**config.mk**
```make
export PLATFORM = sky130hd
export DESIGN_NAME = sb_dcache_port_arbiter
export DESIGN_NICKNAME = d
export VERILOG_FILES = /design/src/rtl/sb_dcache_port_arbiter.sv
export SDC_FILE = /design/constraint.sdc
export NUM_CORES = 1
export LEC_CHECK = 0
export BUFFER_PORTS_ARGS = -buffer_cell sky130_fd_sc_hd__buf_2
export CORE_UTILIZATION = 49
export DETAILED_ROUTE_END_ITERATION = 10
export PLACE_DENSITY = 0.82
export SYNTH_ARGS = -nofsm -noshare
export SYNTH_HDL_FRONTEND = slang
export SYNTH_SLANG_ARGS = --single-unit
```
**constraint.sdc**
```tcl
create_clock -name CLK -period 3.8 [get_ports CLK]
set_input_delay 0.19 -clock CLK [delete_from_list [all_inputs] [get_ports CLK]]
set_output_delay 0.19 -clock CLK [all_outputs]
set_load 0.1 [all_outputs]
```
**src/rtl/sb_dcache_port_arbiter.sv**
```systemverilog
// sb_dcache_port_arbiter
// Arbitrates the single L1-D cache port between speculative loads and the
// retired store-buffer head, sequences the req/ready/done handshake, and
// pops the store-buffer head after every completed store write.
//
// Ports
//   CLK, RST                     clock, asynchronous active-high reset
//   ld_req, ld_addr              load request (held until ld_grant)
//   ld_grant, ld_valid, ld_data  load accept pulse, result pulse, result data
//   flush                        speculative squash of the in-flight load
//   sb_head_valid/addr/data      retired store-buffer head
//   sb_stall                     store buffer nearly full, forces a drain
//   sb_pop_head                  pulse: head written, advance it
//   dc_req, dc_we, dc_addr,
//   dc_wdata                     cache request channel
//   dc_ready, dc_done, dc_rdata  cache accept / completion / read data
module sb_dcache_port_arbiter #(
   parameter int unsigned ADDR_W     = 16,
   parameter int unsigned DATA_W     = 16,
   parameter int unsigned STARVE_MAX = 4
) (
   input  logic              CLK,
   input  logic              RST,
   input  logic              ld_req,
   input  logic [ADDR_W-1:0] ld_addr,
   output logic              ld_grant,
   output logic              ld_valid,
   output logic [DATA_W-1:0] ld_data,
   input  logic              flush,
   input  logic              sb_head_valid,
   input  logic [ADDR_W-1:0] sb_head_addr,
   input  logic [DATA_W-1:0] sb_head_data,
   input  logic              sb_stall,
   output logic              sb_pop_head,
   output logic              dc_req,
   output logic              dc_we,
   output logic [ADDR_W-1:0] dc_addr,
   output logic [DATA_W-1:0] dc_wdata,
   input  logic              dc_ready,
   input  logic              dc_done,
   input  logic [DATA_W-1:0] dc_rdata
);

   localparam int unsigned CNT_W = 3;
   localparam logic [CNT_W-1:0] STARVE_LIM = CNT_W'(STARVE_MAX);

   typedef enum logic [2:0] {
      IDLE    = 3'd0,
      LD_REQ  = 3'd1,
      LD_WAIT = 3'd2,
      ST_REQ  = 3'd3,
      ST_WAIT = 3'd4,
      ST_POP  = 3'd5
   } state_t;

   state_t           state;
   logic [CNT_W-1:0] starve_cnt;
   logic             squashed;

   // Selection terms, only consumed in IDLE.
   logic force_st_c;
   logic ld_ok_c;
   assign force_st_c = sb_head_valid && (sb_stall || (starve_cnt == STARVE_LIM));
   assign ld_ok_c    = ld_req && !flush;

   // Arbitration FSM with registered outputs.
   always_ff @(posedge CLK or posedge RST) begin
      if (RST) begin
         state       <= IDLE;
         starve_cnt  <= '0;
         squashed    <= 1'b0;
         ld_grant    <= 1'b0;
         ld_valid    <= 1'b0;
         ld_data     <= '0;
         sb_pop_head <= 1'b0;
         dc_req      <= 1'b0;
         dc_we       <= 1'b0;
         dc_addr     <= '0;
         dc_wdata    <= '0;
      end else begin
         // Pulse outputs default low.
         ld_grant    <= 1'b0;
         ld_valid    <= 1'b0;
         sb_pop_head <= 1'b0;

         case (state)
            IDLE: begin
               if (force_st_c || (!ld_ok_c && sb_head_valid)) begin
                  state      <= ST_REQ;
                  dc_req     <= 1'b1;
                  dc_we      <= 1'b1;
                  dc_addr    <= sb_head_addr;
                  dc_wdata   <= sb_head_data;
                  starve_cnt <= '0;
               end else if (ld_ok_c) begin
                  state    <= LD_REQ;
                  dc_req   <= 1'b1;
                  dc_we    <= 1'b0;
                  dc_addr  <= ld_addr;
                  ld_grant <= 1'b1;
                  squashed <= 1'b0;
                  // Loads passing over a pending store count toward starvation.
                  if (sb_head_valid && (starve_cnt != STARVE_LIM)) begin
                     starve_cnt <= starve_cnt + CNT_W'(1);
                  end
               end
            end

            LD_REQ: begin
               if (flush) begin
                  squashed <= 1'b1;
               end
               if (dc_ready) begin
                  dc_req <= 1'b0;
                  state  <= LD_WAIT;
               end
            end

            LD_WAIT: begin
               if (dc_done) begin
                  // Data is captured even when squashed; only the valid pulse is dropped.
                  ld_data  <= dc_rdata;
                  ld_valid <= !(squashed || flush);
                  squashed <= 1'b0;
                  state    <= IDLE;
               end else if (flush) begin
                  squashed <= 1'b1;
               end
            end

            ST_REQ: begin
               if (dc_ready) begin
                  dc_req <= 1'b0;
                  state  <= ST_WAIT;
               end
            end

            ST_WAIT: begin
               if (dc_done) begin
                  sb_pop_head <= 1'b1;
                  state       <= ST_POP;
               end
            end

            ST_POP: begin
               // Head advances on this edge, so IDLE sees the next entry.
               state <= IDLE;
            end

            default: begin
               state <= IDLE;
            end
         endcase
      end
   end

endmodule

```
======== After elaboration in Yosys (flattened, before gate mapping) ========
Cells that the tools add are included.
cells by class
  $add $sub $neg .......................... 1
  equality and inequality tests ........... 14
  multiplexer cells ....................... 29
  reduce and logical (&&, ||, !) cells .... 23
operators by type and width
  cell                                            count
  2-to-1 mux 16 bit                               2
  2-to-1 mux 3 bit                                9
  2-to-1 mux 1 bit                                15
  one-hot mux 3 bit (5 select lines)              1
  != test 2 bit (second input constant)           6
  AND reduction 3 bit                             3
  == test 3 x 2 -> 1 bit (second input constant)  2
  == test 3 bit (second input constant)           2
  != test 3 bit (second input constant)           2
  AND reduction 2 bit                             3
  nonzero test 2 bit                              3
  AND reduction 5 bit                             1
  logical AND 1 bit                               4
  adder 3 x 1 -> 3 bit (second input constant)    1
  == test 3 x 1 -> 1 bit (second input constant)  1
  logical NOT 1 bit                               3
  logical NOT 3 bit                               1
  logical OR 1 bit                                3
  one-hot mux 1 bit (3 select lines)              1
  nonzero test 3 bit                              1
  != test 2 x 1 -> 1 bit (second input constant)  1
  one-hot mux 1 bit (2 select lines)              1
  OR reduction 2 bit                              1
word-level totals
  register bits after elaboration ......... 60
  input port bits ......................... 72
  output and inout bits ................... 53
  logic and storage cells ................. 78

======== Longest topological paths before layout ========
  depth after elaboration ................. 7
  mapped depth ............................ 7
  depth with buffers taken out ............ 6

======== Least setup slack after synthesis ========
OpenSTA, ideal clock, no wires.
  kind .................................... register to register
  start ................................... register starve_cnt[0]
  end ..................................... register dc_wdata[0]
  library setup time ...................... 125 ps
  data arrival time ....................... 1667 ps
  data required time ...................... 3675 ps
  path slack .............................. 2008 ps
  stages on the path, launching flop included .. 8
  buffers on the path ..................... 1
  period minus slack after synthesis ...... 1792 ps
  path through ............................ dfrtp_1 > inv_1 > ha_1 > and2_1 > nor2_4 > nor2_2 > buf_6 > mux2_2
on the way
  cells in the longest elaborated chain, start to end .. 5
ends and longest elaborated chain
  what                           RTL line  RTL
  from (decl)                    57        logic [CNT_W-1:0] starve_cnt;
  from (signal assigned)         104       starve_cnt <= starve_cnt + CNT_W'(1);
  == test 3 bit                  63        assign force_st_c = sb_head_valid && (sb_stall || (starve_cnt == STARVE_LIM));
  logical OR 1 bit               63
  logical AND 1 bit              63
  logical OR 1 bit               88        if (force_st_c || (!ld_ok_c && sb_head_valid)) begin
  AND reduction 2 bit (no line)  --
  to (signal assigned)           93        dc_wdata <= sb_head_data;
  to (decl)                      38        output logic [DATA_W-1:0] dc_wdata,
Every way passes these cells.
A chain may end at the register's enable or synchronous reset.

======== Final worst setup path ========
  start ................................... register starve_cnt[0]
  end ..................................... register dc_wdata[10]
The elaborated chain is that of the path after synthesis.

==> results.cfg <==
[outcome]
status = complete, no violations

[clock_network]
cts-root-buf = clkbuf_8
clk_pin_slew_ns = 0.07
cts_buffer_depth = 2
cts_tree = yes
cts_inserted_buffers = 9
cts_setup_buffers = 0
clock_sink_count = 60
postCtsHoldBufs = 1
ctsResizeCount = 0
clock_latency_ns = 0.32
cts_max_level = 3

[timing]
grt_setup_unrepaired = no
finalHoldViolations = 0
worst_slew_pin_slew_ns = 1.062
skew_ns = 0.008047
slew_violations = 0
fin_crit_ns = 2.123
max-slew-margin-rel_pct = 29.17
fmax_mhz = 471.0
tns_ns = 0
setup_viol = 0
post-route-period-util_pct = 55.88

[grt]
grt_usage_pct = 19.08
grt_max_degree = 35
grt_pass1_wl_um = 7969
antenna_found_initial = 0
overflow = 0
grt_pass1_vias = 1866

[floorplanning]
design.core.area_um2 = 5107
die_h_um = 74.85
die_x_um = 74.85
fp.dieArea_um2 = 5602
num_rows = 26
initial_core_util_pct = 50.91
pin_count = 125

[synth]
netlist_area_um2 = 2600
ys_warn_count = 0
netlist.area_leader.share_pct = 57.75
ys.flop_type = dfrtp_1
avgSynthCellArea_um2 = 12.75
syn_inst = 204
synth_commonest_cells = dfrtp_1, mux2_2, nor2_1
synth_nets = 278
synthTopCellsByArea = dfrtp_1, mux2_2, mux2i_1
ys_seq_area_share_pct = 57.75
yosysTopAreaCell = dfrtp_1
ys_ff_latch = 60
synthArstFlopShare_pct = 100.0
synth_most_common_cell = dfrtp_1
synth_edf_count = 0
ys_types = 37

[finish]
layout-drive-gt1-share_pct = 53.71
areaGrowthSynthToFinish_pct = 33.88
finalNetCount = 406
num_antenna_cells = 0

[placement]
gp_congestion = 0.8199
numPortBuffers = 124
dp_hpwl_um = 3876

[routing]
via_per_inst = 4.830
drt-initial-drc-count = 63
via_count = 1966
wl_per_cell_um = 12.70
drcViolationCount = 0
ant_nets = 0
wl_um = 5167
first_pass_iters = 4

[worst_hold_path]
hp-start = sb_head_data[7]
hold_path.class = in -> reg

[setup_path]
critPathKind = reg -> reg
critPathBufInv = 1
cp.required_ns = 4.00
cp.arrival_ns = 2.32
cp-startpoint = starve_cnt[0]$_DFFE_PP0P_
crit_path_end_kind = register
path_cells = inv_1, ha_1, and2_1, nor2_4, nor2_2, mux2_2
path_max_fanout = 17
critPathLaunchType = register
crit_family = simple AND/OR/NAND/NOR gates
reg2reg_from = starve_cnt[0]$_DFFE_PP0P_
cpMaxStageDelayCell = nor2_2
cpPeakStageDelay_ns = 0.65

[flow_run]
maxCapViolations = 0
[logic make-up after synthesis]
| group | count (synthesis) | share of synthesized area [%] |
|---|---|---|
| adder cells (fa/ha/maj) | 2 | 0.9623 |
| XOR/XNOR | 1 | 0.3369 |
| buffers and inverters | 15 | 3.224 |
| AO/OA/AOI/OAI | 34 | 8.374 |
| multiplexers | 48 | 20.02 |
| AND/OR/NAND/NOR | 44 | 9.336 |
| flip-flops | 60 | 57.75 |
[metal layers]
| metal | part of all wire, % | vias up | wire length [um] | global-route usage [%] |
|---|---|---|---|---|
| met5 | 0 | - | 0 | 0 |
| met4 | 1.3 | 0 | 68 | 8.805 |
| met2 | 52 | 59 | 2688 | 33.53 |
| met1 | 42 | 932 | 2186 | 21.99 |
| li1 | - | 969 | - | - |
| met3 | 4.3 | 6 | 223 | 4.685 |
[path summary, 6_finish.rpt]
kind / end / slack (ns) / depth (start not counted)
max: dc_wdata[10]$_DFFE_PP0P_ / 1.68 / 6
min: dc_wdata[7]$_DFFE_PP0P_ / 0.09 / 2
max reg2reg: dc_wdata[10]$_DFFE_PP0P_ / 1.68 / 6
min reg2reg: starve_cnt[2]$_DFFE_PP0P_ / 0.49 / 1
max in group asynchronous: ld_data[12]$_DFFE_PP0P_ / 2.49 / 4
min in group asynchronous: dc_wdata[1]$_DFFE_PP0P_ / 0.50 / 3
[layout by cell type, fill, tap and decap left out, types with 2 or more instances in the layout]
master       n
nand2_1      4
mux2_2      32
and2_1       3
mux2i_1     16
ha_1         2
nor2_1      22
o21ai_0      5
nor3_1       2
buf_2      124
dfrtp_1     60
clkbuf_8    10
and3_1       2
a21oi_1     18
o22a_1       2
inv_1        4
inv_2        2
nand2b_1     3
bufinv_16    2
clkinv_2     3
nand3_1      2
[worst register-to-register path: cells and delay by family, from the launching register on]
kind	cells	cell delay [ns]
and+or+nand+nor	3	0.99
adders and majority gates	1	0.13
muxes	1	0.42
DFF	1	0.40
buffers and inverters	1	0.07
[per-stage QoR]
| stage | instances | worst slack (ns) | hold WS [ns] | util, % | cell area (um^2) |
|---|---|---|---|---|---|
| after global routing | 407 | 1.495 | 0.08348 | 68.15 | 3481 |
| after global placement | 390 | 1.718 | 0.3037 | 63.72 | 3254 |
| after detailed placement | 390 | 1.640 | 0.3123 | 63.72 | 3254 |
| after floorplan | 204 | 2.008 | 0.2857 | - | 2600 |
| final | 407 | 1.677 | 0.09345 | 68.15 | 3481 |
| after CTS | 407 | 1.634 | 0.07979 | 68.15 | 3481 |
[state kept, by name, indices dropped and copies added, names as in the netlist]
name and flops:
dc_we 1, squashed 1, ld_grant 1, dc_addr 16
ld_valid 1, dc_wdata 16, state 3, dc_req 1
sb_pop_head 1, ld_data 16, starve_cnt 3
[layout make-up]
class | count | area, um^2
fill | 413 | 1627
sequential | 60 | 1501
multi-input combinational | 129 | 1015
timing repair buffer | 126 | 638.1
clock buffer | 11 | 141.4
tap | 70 | 87.58
clock inverter | 5 | 75.07
inverter | 6 | 22.52
Power is left out: the tool's default activity adds up to more than one toggle a clock period on the data nets, which glitch-free logic cannot reach.
